$ cat config.mk
export PLATFORM = sky130hd
export DESIGN_NAME = wb_stage
export DESIGN_NICKNAME = d
export VERILOG_FILES = /design/src/rtl/wb_stage.sv
export SDC_FILE = /design/constraint.sdc
export NUM_CORES = 1
export LEC_CHECK = 0
export ABC_AREA = 1
export BUFFER_PORTS_ARGS = -buffer_cell sky130_fd_sc_hd__buf_4
export CAP_MARGIN = 25
export CORE_AREA = 2 2 213 215
export CTS_CLUSTER_SIZE = 16
export DETAILED_ROUTE_END_ITERATION = 7
export DIE_AREA = 0 0 215 217
export PLACE_DENSITY_LB_ADDON = 0.3
export SLEW_MARGIN = 10
export SYNTH_ARGS = -nofsm -noshare
export SYNTH_HDL_FRONTEND = slang
export SYNTH_SLANG_ARGS = --single-unit
$ cat constraint.sdc
create_clock -name clk -period 1.9 [get_ports clk]
set_clock_uncertainty 0.05 [all_clocks]
set_input_delay 0.38 -clock clk [delete_from_list [all_inputs] [get_ports clk]]
set_output_delay 0.38 -clock clk [all_outputs]
set_load 0.01 [all_outputs]
$ cat src/rtl/wb_stage.sv
// Writeback stage of the 5-stage LoongArch core: retires instructions and generates the pipeline-wide flushes.
// Optional: define WB_INST_CNT_EN to add a 64-bit retired-instruction counter output (inst_retired_cnt).
module wb_stage #(
    parameter int          BUS_WD      = 192,
    parameter logic [13:0] TID_CSR_NUM = 14'h40
) (
    input  logic              clk,
    input  logic              reset,
    output logic              ws_allowin,
    input  logic              ms_to_ws_valid,
    input  logic [BUS_WD-1:0] ms_to_ws_bus,
    output logic              rf_we,
    output logic [4:0]        rf_waddr,
    output logic [31:0]       rf_wdata,
    output logic              csr_re,
    output logic [13:0]       csr_num,
    input  logic [31:0]       csr_rvalue,
    output logic              csr_we,
    output logic [31:0]       csr_wmask,
    output logic [31:0]       csr_wvalue,
    output logic              wb_ex,
    output logic [5:0]        wb_ecode,
    output logic [8:0]        wb_esubcode,
    output logic [31:0]       wb_pc,
    output logic [31:0]       wb_vaddr,
    output logic              final_ex,
    output logic              back_ertn_flush,
    output logic [39:0]       ws_forward,
    output logic [31:0]       debug_wb_pc,
    output logic [3:0]        debug_wb_rf_we,
    output logic [4:0]        debug_wb_rf_wnum,
    output logic [31:0]       debug_wb_rf_wdata
`ifdef WB_INST_CNT_EN
    ,
    output logic [63:0]       inst_retired_cnt
`endif
);

    typedef struct packed {
        logic        rdcntid;
        logic [31:0] vaddr;
        logic        ertn;
        logic        esubcode;
        logic [5:0]  ecode;
        logic        ex;
        logic        csr_re;
        logic [13:0] csr_num;
        logic [31:0] csr_wvalue;
        logic [31:0] csr_wmask;
        logic        csr_we;
        logic        gr_we;
        logic [4:0]  dest;
        logic [31:0] result;
        logic [31:0] pc;
    } ws_bus_t;

    logic              ws_valid_q;
    logic              ws_valid_d;
    logic [BUS_WD-1:0] ws_bus_q;
    ws_bus_t           ws_bus;
    logic              ws_ready_go;
    logic              ws_ex;

    assign ws_ready_go = 1'b1;
    assign ws_allowin  = !ws_valid_q || ws_ready_go;
    assign ws_bus      = ws_bus_t'(ws_bus_q);
    assign ws_ex       = ws_valid_q & ws_bus.ex;

    always_comb begin
        ws_valid_d = ws_valid_q;
        if (reset || final_ex || back_ertn_flush) begin
            ws_valid_d = 1'b0;
        end else if (ws_allowin) begin
            ws_valid_d = ms_to_ws_valid;
        end
    end

    // NOTE: sequential state uses non-blocking assignments so every register samples pre-edge values.
    always_ff @(posedge clk) begin
        ws_valid_q <= ws_valid_d;
    end

    // NOTE: the payload register is deliberately not reset; ws_valid_q gates every use of it.
    always_ff @(posedge clk) begin
        if (ms_to_ws_valid && ws_allowin) begin
            ws_bus_q <= ms_to_ws_bus;
        end
    end

    // Flushes: exception wins over ertn when both are flagged.
    assign final_ex        = ws_ex;
    assign back_ertn_flush = ws_valid_q & ws_bus.ertn & ~ws_bus.ex;

    assign wb_ex       = final_ex;
    assign wb_ecode    = wb_ex ? ws_bus.ecode : 6'd0;
    assign wb_esubcode = wb_ex ? {8'd0, ws_bus.esubcode} : 9'd0;
    assign wb_pc       = wb_ex ? ws_bus.pc : 32'd0;
    assign wb_vaddr    = wb_ex ? ws_bus.vaddr : 32'd0;

    assign csr_re     = ws_valid_q & (ws_bus.csr_re | ws_bus.rdcntid);
    assign csr_num    = !ws_valid_q    ? 14'd0
                      : ws_bus.rdcntid ? TID_CSR_NUM
                      :                  ws_bus.csr_num;
    assign csr_we     = ws_valid_q & ws_bus.csr_we & ~ws_bus.ex;
    assign csr_wmask  = ws_valid_q ? ws_bus.csr_wmask : 32'd0;
    assign csr_wvalue = ws_valid_q ? ws_bus.csr_wvalue : 32'd0;

    assign rf_we    = ws_valid_q & ws_bus.gr_we & ~ws_bus.ex;
    assign rf_waddr = ws_valid_q ? ws_bus.dest : 5'd0;
    assign rf_wdata = !ws_valid_q ? 32'd0
                    : csr_re      ? csr_rvalue
                    :               ws_bus.result;

    assign ws_forward = {csr_re, rf_wdata, rf_waddr, rf_we, ws_valid_q};

    assign debug_wb_pc       = ws_bus.pc & {32{ws_valid_q}};
    assign debug_wb_rf_we    = {4{rf_we}};
    assign debug_wb_rf_wnum  = rf_waddr;
    assign debug_wb_rf_wdata = rf_wdata;

`ifdef WB_INST_CNT_EN
    logic [63:0] cnt_q;
    logic [63:0] cnt_d;

    // Counts every retiring non-exception instruction, ertn included; wraps naturally.
    always_comb begin
        cnt_d = cnt_q;
        if (ws_valid_q && !ws_bus.ex) begin
            cnt_d = cnt_q + 64'd1;
        end
    end

    always_ff @(posedge clk) begin
        if (reset) begin
            cnt_q <= 64'd0;
        end else begin
            cnt_q <= cnt_d;
        end
    end

    assign inst_retired_cnt = cnt_q;
`endif

endmodule
==> results.md <==
* Worst path slowest cell: edfxtp_1
* FF/Latch Area at 5790 sq um
* Fin. max-slew vios at 0
* Top post-synthesis cells by area: edfxtp_1, buf_4, inv_1
* Starting Density at 0.195
* Final non-filler cell total at between 2,000 and 2,500
* Tcrit/Tclk final at 1.15
* Min Tclk post-route at around 2.2 ns
* Switch share at 0.275
* Vias in the first global route at between 8,000 and 9,000
* Worst setup EP type: primary output
* CTS tree: done
* Delay-heaviest family, CP: buffers and inverters
* Synth top area share at 0.661
* Die Y-Extent at 217 um
* Critical-path cell list: inv_2 > nand2_8 > buf_6 > nor2_2 > nor2_4 > buf_4
* Avg WL per Cell at 16.6 um
* Clock power share at 0.325
* Yosys Warn Count at 0
* Worst hold start: ms_to_ws_bus[53]
* Routed Antenna Nets at 0
* Drt first-iter violations at 298
* P_sw at 3.17 mW
* Total negative slack at -47.40 ns
* Worst R2R Start: ws_bus[150]
* Setup Crit Path Kind: reg2out
* Number of nets in the layout at 1,759
* Total CTS buffers at 17
* Mapped Cells at 835
* Seq/Total Area, Yosys at 0.663
* Static leakage at 8.53 nW
* Final Setup Violations at slightly above 300
* #FFs+latches synth at a little under 200
* Vias per inst at between 3 and 4
* Clock-pin slew on the worst setup and hold paths at roughly 0.080 ns
* Clk Latency, worst-skew pair at 0.49 ns
* Largest net degree at the start of global routing at 38
* Reg power frac at 0.452
* Final Util at 0.394
* CP peak stage delay at about 0.44 ns
* Mean Syn Cell Area at 10.4 sq um
* Bufs and invs on worst path at 3
* Drt pass-1 iters at 6
* Crit start category: register
* Clk sinks at around 190
* Final RePlAce weighted congestion at 0.948
* Longest Clk Path Bufs at 2
* Number of flops mapped to enable cells by yosys at 192
* Main synth FF type: edfxtp_1
* # IOs at 541
* Worst hold path class: in2reg
* Cell taking the most area after synthesis: edfxtp_1
* Core footprint at 44,700 sq um
* Yosys cell types at 18
* Buffers on Ports at around 530
* Cell area power density at 653 nW/um^2
* Mapped cell area at 8720 sq um
* CP Data Required Time at 1.47 ns
* Failing checks: setup timing
* Critical Path Start: ws_bus[191]
* Post-synth ARST share at 0
* FILL cells at 4,304
* H-tree Lvls at 4
* Tot Pwr at 11.5 mW
* Initial antenna violation count at 1
* Vias at between 8,000 and 9,000
* Routed WL at ~36,000 um
* VDD IR max at 0.748 mV
* Area grow syn2layout at 102%
* RSZ-0062 raised after global routing: true
* Most frequent cell after synthesis: edfxtp_1
* Hold Vio Cnt, Final at 0
* Comb pwr share at 0.223
* Status: finished, violations left
* Layout cells sized above 1 at 0.533
* Remaining global-route overflow at 0
* Area occupied by multi-input gates at 2270 sq um
* Placed insts at 1,882
* HPWL after DPL at 22,900 um
* Final Worst Setup Slack at -0.281 ns
* Max-cap viol count at 0
* Flop-to-flop setup slack at 0.56 ns
* Post-place setup slack at -0.0345 ns
* Internal at between 8 and 9 mW
* Fmax at 0.459 GHz
* Total GRT Usage at 0.149
* Commonest cells in the synthesized netlist: edfxtp_1, inv_1, nand2_1
* Ant. Diodes at 0
* Clock Tree Root: clkbuf_16
* Critical-path maximum fanout at 13
* Die width at 215 um
* First-pass GRT wire length at 51,000 um
* Core Rows at 78
* Arr. time, crit path at 1.75 ns
* DIE AREA at 46,700 sq um
* Drt drc at 0
-- metal layers --
metal / vias to the layer above / wire length (um) / track usage
li1: 3858 / - / -
met1: 3764 / 13100 / 0.155
met2: 379 / 19100 / 0.279
met3: 47 / 2600 / 0.0442
met4: 2 / 770 / 0.0570
met5: - / 14 / 0
-- cell families (layout without fill, tap and decap cells) --
kind of cell | after synthesis | in the layout | share of synthesized area
flip-flops | 193 | 193 | 0.663
AND/OR/NAND/NOR | 294 | 295 | 0.134
other | 2 | 9 | 0.000861
buffers and inverters | 313 | 1015 | 0.183
AO/OA/AOI/OAI | 33 | 33 | 0.0189
-- sequential cells by signal, summed over array words and instances (netlist names) --
register    flops
ws_valid_q      1
ws_bus        192
-- final timing paths --
path,to,cells after the start
min reg2reg,ws_valid_q,4
max reg2reg,ws_valid_q,5
min,ws_bus[53],1
max,rf_wdata[3],6
-- repair_timing --
item / in CTS / in global routing
resized for setup: 342 / 102
hold buffers: 191 / 0
pin swaps: 16 / 18
setup buffers: 22 / 4
setup endpoints to repair: 294 / 305
hold endpoints to repair: 191 / 0
cloned: 17 / 2
-- worst reg2reg max path, stage by stage, from the launching register on --
cell and delay, ns:
edfxtp_1 0.53, nand2_8 0.20, buf_12 0.17, buf_4 0.12
nand3b_1 0.11, nor2_1 0.10
-- power by group through the flow --
stage	Combinational, mW	Clock (mW)	Sequential [mW]
after floorplan	0.694	0	5.22
after global placement	1.66	0	5.24
after detailed placement	1.67	0	5.25
after CTS	2.51	3.92	5.19
after global routing	2.74	4.00	5.23
final	2.57	3.73	5.20
-- layout by cell type, fill, tap and decap left out, types with 6 or more instances in the layout --
cell / instances
buf_4: 453
edfxtp_1: 192
dlygate4sd3_1: 191
inv_1: 154
buf_6: 106
nand2_1: 92
nor2_4: 68
nor2_1: 49
nor2_2: 37
inv_2: 30
nand2_4: 30
buf_12: 22
o21ai_0: 18
clkbuf_16: 18
buf_16: 13
o21ai_1: 12
nand2_2: 12
conb_1: 9
nand2_8: 6
inv_8: 6
-- final cells by class --
class                      count  area share
timing repair buffer         793       0.424
clock buffer                  17      0.0242
clock inverter                15     0.00959
sequential                   193       0.329
inverter                     190      0.0418
tap                          600      0.0426
multi-input combinational    337       0.129
-- through the flow --
step	area [sq um]	hold WS [ns]
after global placement	13000	0.508
after global routing	17600	0.0310
after CTS	17300	0.00150
after floorplan	8750	0.429
final	17600	0.0660
after detailed placement	13000	0.509
(Power assumes the default switching activity.)
